**config.mk**
```make
export PLATFORM = sky130hd
export DESIGN_NAME = uart_loader
export DESIGN_NICKNAME = d
export VERILOG_FILES = /design/src/rtl/uart_pkg.sv /design/src/rtl/uart_timeout.sv /design/src/rtl/uart_loader.sv
export SDC_FILE = /design/constraint.sdc
export NUM_CORES = 1
export LEC_CHECK = 0
export CORE_UTILIZATION = 50
export CTS_CLUSTER_SIZE = 28
export DETAILED_ROUTE_END_ITERATION = 12
export DONT_BUFFER_PORTS = 1
export GPL_ROUTABILITY_DRIVEN = 0
export GPL_TIMING_DRIVEN = 1
export SLEW_MARGIN = 5
export SYNTH_ARGS = -nofsm -noshare
export SYNTH_HDL_FRONTEND = slang
export SYNTH_SLANG_ARGS = --single-unit
```
**constraint.sdc**
```tcl
create_clock -name clk -period 2.25 [get_ports clk]
set_clock_uncertainty 0.2 [all_clocks]
set_input_delay 0.45 -clock clk [delete_from_list [all_inputs] [get_ports clk]]
set_output_delay 0.45 -clock clk [all_outputs]
set_load 0.05 [all_outputs]
```
**src/rtl/uart_pkg.sv**
```systemverilog
// rtl/uart_pkg.sv - shared UART loader FSM encoding, frame layout and baud timing constants
package uart_pkg;

    typedef enum logic [2:0] {
        ST_IDLE   = 3'd0,
        ST_LEN_HI = 3'd1,
        ST_LEN_LO = 3'd2,
        ST_DATA   = 3'd3,
        ST_DONE   = 3'd4
    } state_t;

    // Frame layout: 16-bit word count then 32-bit words, every field MSB byte first
    localparam int          LEN_BYTES      = 2;
    localparam int          BYTES_PER_WORD = 4;
    localparam logic [1:0]  LAST_BYTE_IDX  = 2'(BYTES_PER_WORD - 1);
    localparam bit          MSB_FIRST      = 1'b1;

    localparam int CLK_FREQ_HZ   = 100_000_000;
    localparam int BAUD_RATE     = 115_200;
    localparam int CLKS_PER_BIT  = CLK_FREQ_HZ / BAUD_RATE;
    localparam int CLKS_HALF_BIT = CLKS_PER_BIT / 2;

endpackage

```
**src/rtl/uart_timeout.sv**
```systemverilog
// rtl/uart_timeout.sv - inter-byte idle counter that flags expiry after TIMEOUT_CYCLES-1 quiet cycles
module uart_timeout #(
    parameter int TIMEOUT_CYCLES = 2000000
) (
    input  logic clk,
    input  logic reset_n,
    input  logic enable,
    input  logic clear,
    output logic expired
);

    localparam int CW = (TIMEOUT_CYCLES > 2) ? $clog2(TIMEOUT_CYCLES) : 1;
    localparam logic [CW-1:0] LAST = CW'(TIMEOUT_CYCLES - 1);

    logic [CW-1:0] count;

    always_ff @(posedge clk or negedge reset_n) begin
        if (!reset_n) begin
            count <= '0;
        end else if (clear || !enable) begin
            count <= '0;
        end else if (count != LAST) begin
            count <= count + 1'b1;
        end
    end

    // A byte arriving in the expiry cycle wins over the timeout
    assign expired = enable && !clear && (count == LAST);

endmodule

```
**src/rtl/uart_loader.sv**
```systemverilog
// rtl/uart_loader.sv - receives a length-prefixed word frame from a UART and writes it to memory
module uart_loader
    import uart_pkg::*;
#(
    parameter int ADDR_WIDTH     = 16,
    parameter int TIMEOUT_CYCLES = 2000000
) (
    input  logic                  clk,
    input  logic                  reset_n,
    input  logic [7:0]            rx_data,
    input  logic                  rx_done,
    input  logic                  start,
    output logic                  mem_we,
    output logic [ADDR_WIDTH-1:0] mem_addr,
    output logic [31:0]           mem_wdata,
    output logic                  busy,
    output logic                  load_done,
    output logic                  error
);

    state_t                  state, state_next;
    logic [7:0]              count_hi;
    logic [15:0]             remaining;
    logic [23:0]             shift;
    logic [1:0]              byte_idx;
    logic [ADDR_WIDTH-1:0]   word_idx;
    logic                    last_word;
    logic                    start_load;
    logic                    tmo_enable;
    logic                    expired;

    assign busy       = (state == ST_LEN_HI) || (state == ST_LEN_LO) || (state == ST_DATA);
    assign load_done  = (state == ST_DONE);
    assign tmo_enable = busy;

    uart_timeout #(
        .TIMEOUT_CYCLES(TIMEOUT_CYCLES)
    ) u_timeout (
        .clk     (clk),
        .reset_n (reset_n),
        .enable  (tmo_enable),
        .clear   (rx_done),
        .expired (expired)
    );

    always_ff @(posedge clk or negedge reset_n) begin
        if (!reset_n) begin
            state <= ST_IDLE;
        end else begin
            state <= state_next;
        end
    end

    always_comb begin
        state_next = state;
        start_load = 1'b0;
        case (state)
            ST_IDLE: begin
                if (start) begin
                    start_load = 1'b1;
                    state_next = ST_LEN_HI;
                end
            end
            ST_LEN_HI: begin
                if (rx_done)      state_next = ST_LEN_LO;
                else if (expired) state_next = ST_IDLE;
            end
            ST_LEN_LO: begin
                if (rx_done)      state_next = ({count_hi, rx_data} == 16'd0) ? ST_DONE : ST_DATA;
                else if (expired) state_next = ST_IDLE;
            end
            ST_DATA: begin
                // Leave while the final write strobe is on the bus so LOAD_DONE trails it by one cycle
                if (last_word)    state_next = ST_DONE;
                else if (rx_done) state_next = ST_DATA;
                else if (expired) state_next = ST_IDLE;
            end
            ST_DONE:  state_next = ST_IDLE;
            default:  state_next = ST_IDLE;
        endcase
    end

    always_ff @(posedge clk or negedge reset_n) begin
        if (!reset_n) begin
            mem_we    <= 1'b0;
            mem_addr  <= '0;
            mem_wdata <= '0;
            error     <= 1'b0;
            count_hi  <= '0;
            remaining <= '0;
            shift     <= '0;
            byte_idx  <= '0;
            word_idx  <= '0;
            last_word <= 1'b0;
        end else begin
            mem_we <= 1'b0;
            if (start_load) begin
                error     <= 1'b0;
                count_hi  <= '0;
                remaining <= '0;
                shift     <= '0;
                byte_idx  <= '0;
                word_idx  <= '0;
                last_word <= 1'b0;
            end
            case (state)
                ST_LEN_HI: begin
                    if (rx_done)      count_hi <= rx_data;
                    else if (expired) error    <= 1'b1;
                end
                ST_LEN_LO: begin
                    if (rx_done)      remaining <= {count_hi, rx_data};
                    else if (expired) error     <= 1'b1;
                end
                ST_DATA: begin
                    if (last_word) begin
                        last_word <= 1'b0;
                    end else if (rx_done) begin
                        shift    <= {shift[15:0], rx_data};
                        byte_idx <= byte_idx + 2'd1;
                        if (byte_idx == LAST_BYTE_IDX) begin
                            mem_we    <= 1'b1;
                            mem_wdata <= {shift, rx_data};
                            mem_addr  <= word_idx;
                            word_idx  <= word_idx + 1'b1;
                            remaining <= remaining - 16'd1;
                            last_word <= (remaining == 16'd1);
                        end
                    end else if (expired) begin
                        error <= 1'b1;
                    end
                end
                default: ;
            endcase
        end
    end

endmodule

```
==> impl_metrics.env, run 1 <==
export IMPL_fp_row_count=41
export IMPL_switching_share_pct=40.2
export IMPL_critPathTopFamily="simple AND/OR/NAND/NOR gates"
export IMPL_worst_path_stages=4
export IMPL_r2r_end="remaining[14]"
export IMPL_hpwlAfterDp_mm=10.6
export IMPL_p_clk_share_pct=28.3
export IMPL_combPwrFrac_pct=24.3
export IMPL_grt_overflow=0
export IMPL_slew_headroom_pct=60.9
export IMPL_yosysWarnings=0
export IMPL_synth_avg_cell_area_um2=9.19
export IMPL_routed_wirelength_mm=16.6
export IMPL_synth_ff_type="dfrtp_1"
export IMPL_die_w_um=117
export IMPL_r2r_cells=4
export IMPL_yosysTopAreaCellShare_pct=53.4
export IMPL_ff_latch_area_um2=3530
export IMPL_endpoint_kind="flip-flop"
export IMPL_final_hold_viol_count=141
export IMPL_layout_nets=760
export IMPL_antenna_found_initial=1
export IMPL_synth_area_leaders="dfrtp_1, nand2_1, o21ai_0, nand3_1, clkbuf_1"
export IMPL_p_per_area_nw_per_um2=1290
export IMPL_htree_levels=4
export IMPL_path_cells="or4_4 -> or3_1 -> o311ai_1 -> nand3_1"
export IMPL_finalSetupViolCount=0
export IMPL_cts_buffers=17
export IMPL_fp_dieArea_um2=13700
export IMPL_power_leakage_nw=3.59
export IMPL_synth_async_sr_flop_share_pct=100
export IMPL_grtUsageTotal_pct=26.2
export IMPL_num_io_pins=64
export IMPL_whs_ps=-472
export IMPL_tns_ps=0
export IMPL_finalInstanceArea_um2=7670
export IMPL_synth_edff_count=0
export IMPL_status="finished, violations left"
export IMPL_worst_path_buf_inv=0
export IMPL_place_area_um2=6970
export IMPL_synth_cells=719
export IMPL_cts_tree="built"
export IMPL_multiInputGateArea_um2=2900
export IMPL_hold_class="in2async"
export IMPL_rsz0062_at_grt="true"
export IMPL_power_internal_mw=5.91
export IMPL_cts_root_buffer_cell="clkbuf_16"
export IMPL_path_max_fanout=8
export IMPL_drv_cap=0
export IMPL_fill_cells=1132
export IMPL_clk_latency_ps=420
export IMPL_max_freq_mhz=469
export IMPL_drc=0
export IMPL_cp_start_kind="flip-flop"
export IMPL_path_clk_slew_ps=60
export IMPL_ys_seq_area_share_pct=53.4
export IMPL_violations="negative hold slack"
export IMPL_r2r_slack_ps=120
export IMPL_synth_net_count=736
export IMPL_grt_pass1_vias=5383
export IMPL_layout_drive_gt1_share_pct=10.9
export IMPL_grt_pass1_wl_mm=27.0
export IMPL_die_h_um=117
export IMPL_drtPass1Iterations=5
export IMPL_pwr_share_seq_pct=47.4
export IMPL_cts_sinks=141
export IMPL_cp_required_ps=2330
export IMPL_wl_per_cell_um=17.9
export IMPL_tightest_slew_ps=585
export IMPL_synth_most_common_cell="nand2_1"
export IMPL_r2r_start="remaining[7]"
export IMPL_start_util_pct=51.7
export IMPL_syn_area_um2=6610
export IMPL_num_vias=5501
export IMPL_clockBufferDepth=2
export IMPL_yosysTopAreaCell="dfrtp_1"
export IMPL_viasPerCell=5.93
export IMPL_core_um2=12800
export IMPL_final_cells=928
export IMPL_cp_data_arrival_time_ps=2220
export IMPL_grt_max_degree=142
export IMPL_area_growth_pct=16.0
export IMPL_synth_seq_cells=141
export IMPL_ys_types=65
export IMPL_numPortBuffers=0
export IMPL_period_minus_slack_ps=2130
export IMPL_worstSetupPathType="reg2reg"
export IMPL_maxSlewViolCount=0
export IMPL_post_synth_most_frequent_cells="nand2_1, dfrtp_1, o21ai_0"
export IMPL_dp_cells=886
export IMPL_drtIter0Drc=571
export IMPL_ir_drop_v=0.000884
export IMPL_slowest_stage="or4_4"
export IMPL_postRouteAntennaNets=0
export IMPL_slowest_delay_ps=590
export IMPL_fin_crit_sh_pct=94.8
export IMPL_switchingPower_mw=3.98
-- routing by layer --
layer	GRT usage, %	wire [um]
met1	34.3	7450
met2	40.6	7700
met3	7.00	922
met4	12.3	492
met5	0	0
-- worst register-to-register path, stage by stage, from the launching register on --
cell and delay, ps:
dfrtp_1 460, or4_4 590, or3_1 370, o311ai_1 260, nand3_1 130
-- worst max path at each step --
stage                      start            end  slack, ps
floorplan                rx_done   word_idx[15]        150
global placement      rx_data[7]       state[1]        100
detailed placement  remaining[7]  remaining[14]         90
CTS                 remaining[7]  remaining[14]         60
global route         byte_idx[0]   word_idx[14]        -10
finish              remaining[7]  remaining[14]        120
-- cell type report --
type,count,share of cell area [%]
well taps,172,2.81
multi-input cells,530,37.8
clock inverters,10,1.47
flip-flops and latches,141,46.0
clock buffers,21,6.27
repair buffers,43,5.16
diodes,1,0.0326
inverters,10,0.490
-- placed cells by master, fill, tap and decap left out, types with 5 or more instances in the layout --
cell / n
a22o_1: 9
clkbuf_16: 17
nor3_1: 8
o31ai_1: 6
or4_1: 7
a21oi_1: 13
xor2_1: 6
and4_1: 6
or3_1: 12
nand3_1: 20
ha_1: 5
and3_1: 10
a31oi_1: 11
inv_1: 9
nand4_1: 11
nor4_1: 7
a32oi_1: 5
nand2_1: 222
o21ai_0: 65
or2_2: 5
buf_4: 30
nor2b_1: 7
a211oi_1: 6
dfrtp_1: 141
nor2_1: 22
dlygate4sd3_1: 9
-- power groups by stage --
stage | logic [mW] | clock network (mW) | registers (mW)
2_1_floorplan | 1.67 | 0 | 4.53
3_3_place_gp | 2.29 | 0 | 4.68
3_5_place_dp | 2.36 | 0 | 4.71
4_1_cts | 2.39 | 2.84 | 4.68
5_1_grt | 2.69 | 2.95 | 4.77
6_report | 2.41 | 2.80 | 4.69
-- sequential cells by signal, summed over array words and instances, names as in the netlist --
signal,flops
last_word,1
mem_addr,16
byte_idx,2
mem_we,1
shift,24
remaining,16
state,3
error,1
word_idx,16
count_hi,8
u_timeout.count,21
mem_wdata,32
-- per-stage QoR --
stage / setup WS [ps] / utilization, % / total power, mW
after global placement: 98.7 / 54.6 / 6.97
after global routing: -11.9 / 60.0 / 10.4
after floorplan: 151 / - / 6.20
after CTS: 61.2 / 59.8 / 9.91
after detailed placement: 94.8 / 54.6 / 7.07
final: 117 / 60.0 / 9.89
-- logic make-up (layout without fill, tap and decap cells) --
group           Yosys count  in the layout  share of synthesized area, %
simple gates            366            366                          26.5
compound gates          149            149                          14.8
flops                   141            141                          53.4
buf+inv                  48             84                          3.01
xor+xnor                  8              8                          1.06
fa+ha+maj                 5              5                         0.947
mux                       2              2                         0.303
other cells               0              1                             0
-- repair_timing --
item | 4_1_cts | 5_1_grt
buffers inserted | 0 | 1
hold endpoints to repair | 168 | 142
hold buffers | 8 | 1
setup endpoints to repair | 0 | 5
resized for setup | 0 | 3
(Power assumes the default switching activity.)
==> run 2, diff against run 1 <==
CORE_ASPECT_RATIO = 1.4   (was not set)
==> run 2 against run 1 <==
  * The flow still finishes with violations (negative hold slack)
  * Die area is essentially flat
  * Flip-flop and latch count stayed put
  * Non-clock buffer count increased by 2
  * Sequential power hardly changed
  * Core utilization shrank 0.79 points
  * Clock-buffer cell count fell by 3
  * Design area shrank 0.54%
  * Combinational power increased by 2%
  * Worst setup slack got worse by 7.4 ps
  * Register-to-register slack improved by 30 ps
  * Critical endpoint is now load_done
==> impl_metrics.env, run 2 (same netlist as run 1, synthesis figures left out) <==
export IMPL_status="finished, violations left"
export IMPL_violations="negative hold slack"
export IMPL_tns_ps=0
export IMPL_grt_pass1_wl_mm=27.2
export IMPL_power_internal_mw=5.66
export IMPL_clockBufferDepth=2
export IMPL_drv_cap=0
export IMPL_cp_data_arrival_time_ps=1490
export IMPL_power_leakage_nw=3.59
export IMPL_routed_wirelength_mm=16.8
export IMPL_switching_share_pct=42.3
export IMPL_r2r_start="byte_idx[0]"
export IMPL_fin_crit_sh_pct=95.1
export IMPL_power_total_mw=9.80
export IMPL_hpwlAfterDp_mm=11.2
export IMPL_path_max_fanout=7
export IMPL_critPathTopFamily="buffers and inverters"
export IMPL_path_cells="buf_4 -> inv_1 -> nor3_2 -> buf_4"
export IMPL_slowest_stage="dfrtp_1"
export IMPL_fp_row_count=49
export IMPL_fp_dieArea_um2=13700
export IMPL_drtPass1Iterations=4
export IMPL_htree_levels=4
export IMPL_finalInstanceArea_um2=7630
export IMPL_area_growth_pct=15.4
export IMPL_r2r_cells=6
export IMPL_slowest_delay_ps=410
export IMPL_postRouteAntennaNets=0
export IMPL_cp_required_ps=1600
export IMPL_drc=0
export IMPL_maxSlewViolCount=0
export IMPL_hold_class="in2async"
export IMPL_r2r_slack_ps=150
export IMPL_antenna_found_initial=1
export IMPL_path_common_cell="buf_4"
export IMPL_die_h_um=138
export IMPL_rsz0062_at_grt="false"
export IMPL_postCtsHoldBufs=8
export IMPL_tightest_slew_ps=634
export IMPL_worst_path_buf_inv=3
export IMPL_worstSetupPathType="reg2out"
export IMPL_viasPerCell=5.95
export IMPL_max_freq_mhz=467
export IMPL_place_area_um2=6980
export IMPL_fill_cells=1167
export IMPL_r2r_end="remaining[6]"
export IMPL_wl_per_cell_um=18.4
export IMPL_dp_cells=871
export IMPL_layout_nets=762
export IMPL_cts_buffers=17
export IMPL_mostFrequentLayoutCell="nand2_1"
export IMPL_final_core_util_pct=59.2
export IMPL_p_clk_share_pct=27.2
export IMPL_whs_ps=-476
export IMPL_start_util_pct=51.3
export IMPL_grt_max_degree=142
export IMPL_p_per_area_nw_per_um2=1280
export IMPL_layout_drive_gt1_share_pct=11.3
export IMPL_top_regs="mem_wdata (32), shift (24), u_timeout.count (21)"
export IMPL_numPortBuffers=0
export IMPL_num_io_pins=64
export IMPL_grtUsageTotal_pct=25.4
export IMPL_cts_sinks=141
export IMPL_period_minus_slack_ps=2140
export IMPL_num_vias=5430
export IMPL_core_um2=12900
export IMPL_grt_pass1_vias=5351
export IMPL_clk_latency_ps=410
export IMPL_path_clk_slew_ps=70
export IMPL_largest_register="mem_wdata"
export IMPL_finalSetupViolCount=0
export IMPL_cts_tree="built"
export IMPL_slew_headroom_pct=57.6
export IMPL_final_cells=912
export IMPL_largest_reg_flops=32
export IMPL_pwr_share_seq_pct=47.7
export IMPL_die_w_um=99.2
export IMPL_endpoint_kind="output pin"
export IMPL_cp_start_kind="flip-flop"
export IMPL_mostFrequentLayoutCells="nand2_1, dfrtp_1, o21ai_0, buf_4, nor2_1"
export IMPL_final_hold_viol_count=141
export IMPL_drtIter0Drc=311
export IMPL_grt_overflow=0
export IMPL_switchingPower_mw=4.14
export IMPL_combPwrFrac_pct=25.1
export IMPL_cts_root_buffer_cell="clkbuf_16"
export IMPL_ir_drop_v=0.000657
## run 2: cell types whose count changed in the layout (fill, tap and decap cells not counted), moves of 2 or more
| cell | change |
|---|---|
| inv_6 | +5 |
| buf_4 | +3 |
| clkbuf_8 | -3 |
| inv_8 | +3 |
| bufinv_16 | -2 |
| clkinv_2 | -2 |
| clkinv_4 | +2 |
| clkinvlp_4 | -2 |
## run 2: worst max-delay path by stage
stage                            from            to  slack [ps]  cells past startpoint
after detailed placement  byte_idx[0]  word_idx[13]         120                      5
after CTS                    state[2]     load_done          90                      4
after global routing         state[2]     load_done          30                      4
final                        state[2]     load_done         110                      4
after floorplan               rx_done  word_idx[15]         150                      6
after global placement     rx_data[7]      state[1]         110                      4
## run 2: power groups by stage
stage | sequential, mW | clock (mW) | combinational (mW)
3_5_place_dp | 4.71 | 0 | 2.42
5_1_grt | 4.76 | 2.82 | 2.74
3_3_place_gp | 4.69 | 0 | 2.36
4_1_cts | 4.67 | 2.72 | 2.45
2_1_floorplan | 4.53 | 0 | 1.67
6_report | 4.68 | 2.66 | 2.46
## run 2: through the flow
step	hold slack, ps	setup WS (ps)
2_1_floorplan	-45.6	151
3_3_place_gp	-42.7	113
3_5_place_dp	-42.7	116
4_1_cts	-491	85.9
5_1_grt	-500	29.6
6_report	-476	110
## run 2: layout make-up
cell class | instances | area (um^2) | share of cell area, %
Sequential cell | 141 | 3530 | 46.3
Timing Repair Buffer | 45 | 408 | 5.35
Multi-Input combinational cell | 530 | 2900 | 38.0
Inverter | 10 | 37.5 | 0.492
Tap cell | 153 | 191 | 2.51
Antenna cell | 1 | 2.50 | 0.0328
Clock buffer | 18 | 439 | 5.76
Clock inverter | 14 | 123 | 1.61
## run 2: worst register-to-register path, cell delays in order, from the launching register on
cell     delay (ps)
dfrtp_1         390
ha_1            250
and3b_1         250
nand2_2         160
buf_4           290
o21ai_0         160
a211o_1         280
## run 2: timing repair
item / in CTS / in global routing
resized for setup: 0 / 2
buffers inserted: 0 / 0
endpoints found under the hold margin: 169 / 141
setup endpoints to repair: 0 / 2
## run 2: metal layers
| layer | share of wire, % | wire length (um) | global-route usage [%] |
|---|---|---|---|
| met5 | 0 | 0 | 0 |
| met4 | 2.3 | 387 | 9.67 |
| met3 | 4.1 | 682 | 5.26 |
| met2 | 53 | 8940 | 45.2 |
| met1 | 40 | 6790 | 29.8 |
==> run 3, diff against run 2 <==
ABC_AREA = 1   (was not set)
==> run 3 against run 2 <==
  * The flow still finishes with violations (negative hold slack)
  * Non-clock buffer count down 23
  * Via count up 6.5%
  * Die area up 3.0%
  * Sequential power down 25%
  * Worst setup slack better by 56 ps
  * Critical endpoint unchanged
==> impl_metrics.env, run 3 <==
export IMPL_status="finished, violations left"
export IMPL_violations="negative hold slack"
export IMPL_drv_cap=0
export IMPL_synth_net_count=861
export IMPL_largest_register="mem_wdata"
export IMPL_r2r_slack_ps=210
export IMPL_rsz0062_at_grt="false"
export IMPL_synth_edff_count=0
export IMPL_drtIter0Drc=451
export IMPL_fill_cells=1233
export IMPL_layout_drive_gt1_share_pct=8.06
export IMPL_postCtsHoldBufs=3
export IMPL_hold_class="in2async"
export IMPL_finalSetupViolCount=0
export IMPL_core_um2=13300
export IMPL_synth_most_common_cell="nand2_1"
export IMPL_synth_async_sr_flop_share_pct=100
export IMPL_post_synth_most_frequent_cells="nand2_1, dfrtp_1, inv_1"
export IMPL_grt_overflow=0
export IMPL_tns_ps=0
export IMPL_clk_latency_ps=430
export IMPL_area_growth_pct=13.1
export IMPL_grtUsageTotal_pct=25.4
export IMPL_yosysTopAreaCellShare_pct=51.8
export IMPL_viasPerCell=5.51
export IMPL_hpwlAfterDp_mm=11.5
export IMPL_num_vias=5783
export IMPL_maxSlewViolCount=0
export IMPL_path_clk_slew_ps=70
export IMPL_synth_fa_ha_area_share_pct=0.919
export IMPL_cp_start_kind="flip-flop"
export IMPL_synth_area_leaders="dfrtp_1, nand2_1, o21ai_0, inv_1, nor2_1"
export IMPL_mostFrequentLayoutCell="nand2_1"
export IMPL_yosysWarnings=0
export IMPL_dp_cells=1015
export IMPL_final_hold_viol_count=141
export IMPL_ys_seq_area_share_pct=51.8
export IMPL_endpoint_kind="output pin"
export IMPL_synth_cells=844
export IMPL_synth_ff_type="dfrtp_1"
export IMPL_cp_required_ps=1600
export IMPL_top_regs="mem_wdata (32), shift (24), u_timeout.count (21)"
export IMPL_wl_per_cell_um=16.0
export IMPL_power_leakage_nw=3.54
export IMPL_yosysTopAreaCell="dfrtp_1"
export IMPL_whs_ps=-487
export IMPL_synth_compound_area_share_pct=15.5
export IMPL_slowest_delay_ps=430
export IMPL_slew_headroom_pct=58.8
export IMPL_drc=0
export IMPL_grt_max_degree=142
export IMPL_worst_path_buf_inv=2
export IMPL_p_per_area_nw_per_um2=1110
export IMPL_drtPass1Iterations=5
export IMPL_path_max_fanout=4
export IMPL_ys_types=39
export IMPL_syn_area_um2=6810
export IMPL_largest_reg_flops=32
export IMPL_final_cells=1050
export IMPL_cts_buffers=17
export IMPL_worstSetupPathType="reg2out"
export IMPL_synthMuxAreaShare_pct=0
export IMPL_grt_pass1_wl_mm=28.0
export IMPL_fp_dieArea_um2=14100
export IMPL_numPortBuffers=0
export IMPL_tightest_slew_ps=613
export IMPL_antenna_found_initial=0
export IMPL_max_freq_mhz=480
export IMPL_die_h_um=140
export IMPL_synth_seq_cells=141
export IMPL_num_io_pins=64
export IMPL_routed_wirelength_mm=16.8
export IMPL_layout_nets=872
export IMPL_htree_levels=4
export IMPL_slowest_stage="dfrtp_1"
export IMPL_period_minus_slack_ps=2080
export IMPL_critPathTopFamily="flip-flops"
export IMPL_synth_top_family_by_area="simple AND/OR/NAND/NOR gates"
export IMPL_antenna_cells=0
export IMPL_fin_crit_sh_pct=92.6
export IMPL_postRouteAntennaNets=0
export IMPL_start_util_pct=51.1
export IMPL_cp_data_arrival_time_ps=1430
export IMPL_grt_pass1_vias=5712
export IMPL_cts_tree="built"
export IMPL_synthSimpleGateAreaFrac_pct=22.2
export IMPL_mostFrequentLayoutCells="nand2_1, dfrtp_1, inv_1, o21ai_0, nor2_1"
export IMPL_synth_xor_area_share_pct=1.03
export IMPL_synth_avg_cell_area_um2=8.07
export IMPL_ir_drop_v=0.000708
export IMPL_cts_sinks=141
export IMPL_cts_root_buffer_cell="clkbuf_16"
export IMPL_die_w_um=101
export IMPL_clockBufferDepth=2
export IMPL_fp_row_count=50
export IMPL_path_cells="nor2_2 -> inv_1 -> nor2_1 -> buf_4"
## run 3: logic make-up (layout without fill, tap and decap cells)
kind of cell	after synthesis	count (layout)
compound gates	187	187
simple gates	357	357
fa+ha+maj	5	5
buf+inv	146	170
flops	141	141
xor+xnor	8	8
## run 3: area by class of cell
| class | count | area (um^2) | share of cell area [%] |
|---|---|---|---|
| Clock buffer | 17 | 425 | 5.53 |
| Clock inverter | 15 | 171 | 2.23 |
| Inverter | 116 | 435 | 5.66 |
| Multi-Input combinational cell | 557 | 2730 | 35.5 |
| Sequential cell | 141 | 3530 | 45.8 |
| Tap cell | 182 | 228 | 2.96 |
| Timing Repair Buffer | 22 | 176 | 2.29 |
## run 3: path summary, 6_finish.rpt
kind	end	from	cells after the start
worst max-delay path	load_done	state[0]	4
worst min-delay path	mem_addr[15]	reset_n	0
worst max register to register	u_timeout.count[15]	u_timeout.count[0]	10
worst min register to register	byte_idx[0]	byte_idx[0]	1
max in group asynchronous	count_hi[5]	reset_n	0
min in group clk	mem_wdata[3]	rx_data[3]	2
## run 3: metal layers
metal / track usage, % / vias up / part of all wire [%] / wire length (um)
met3: 6.04 / 30 / 6.0 / 1010
met2: 42.2 / 165 / 50 / 8340
li1: - / 2798 / - / -
met5: 0 / - / 0 / 0
met1: 32.3 / 2790 / 42 / 7060
met4: 8.47 / 0 / 2.2 / 367
## run 3: through the flow
stage / hold slack [ps] / utilization (%) / worst slack (ps) / total power, mW / area [um^2]
final: -487 / 57.8 / 166 / 8.51 / 7700
after global routing: -502 / 57.8 / 26.5 / 9.01 / 7700
after CTS: -498 / 57.6 / 40.7 / 8.54 / 7670
after detailed placement: -42.4 / 52.9 / 62.5 / 5.75 / 7050
after global placement: -42.7 / 52.9 / 176 / 5.69 / 7050
after floorplan: -45.6 / - / 246 / 5.10 / 6810
## run 3: repair_timing
item,in CTS,in global routing
hold endpoints to repair,147,141
buffers inserted,0,0
endpoints found under the setup margin,0,13
resized for setup,0,6
## run 3: power by group
part	switching [mW]	internal [mW]	leakage (nW)
combinational	1.50	0.719	1.31
sequential	0.547	2.98	1.94
clock	1.27	1.49	0.285
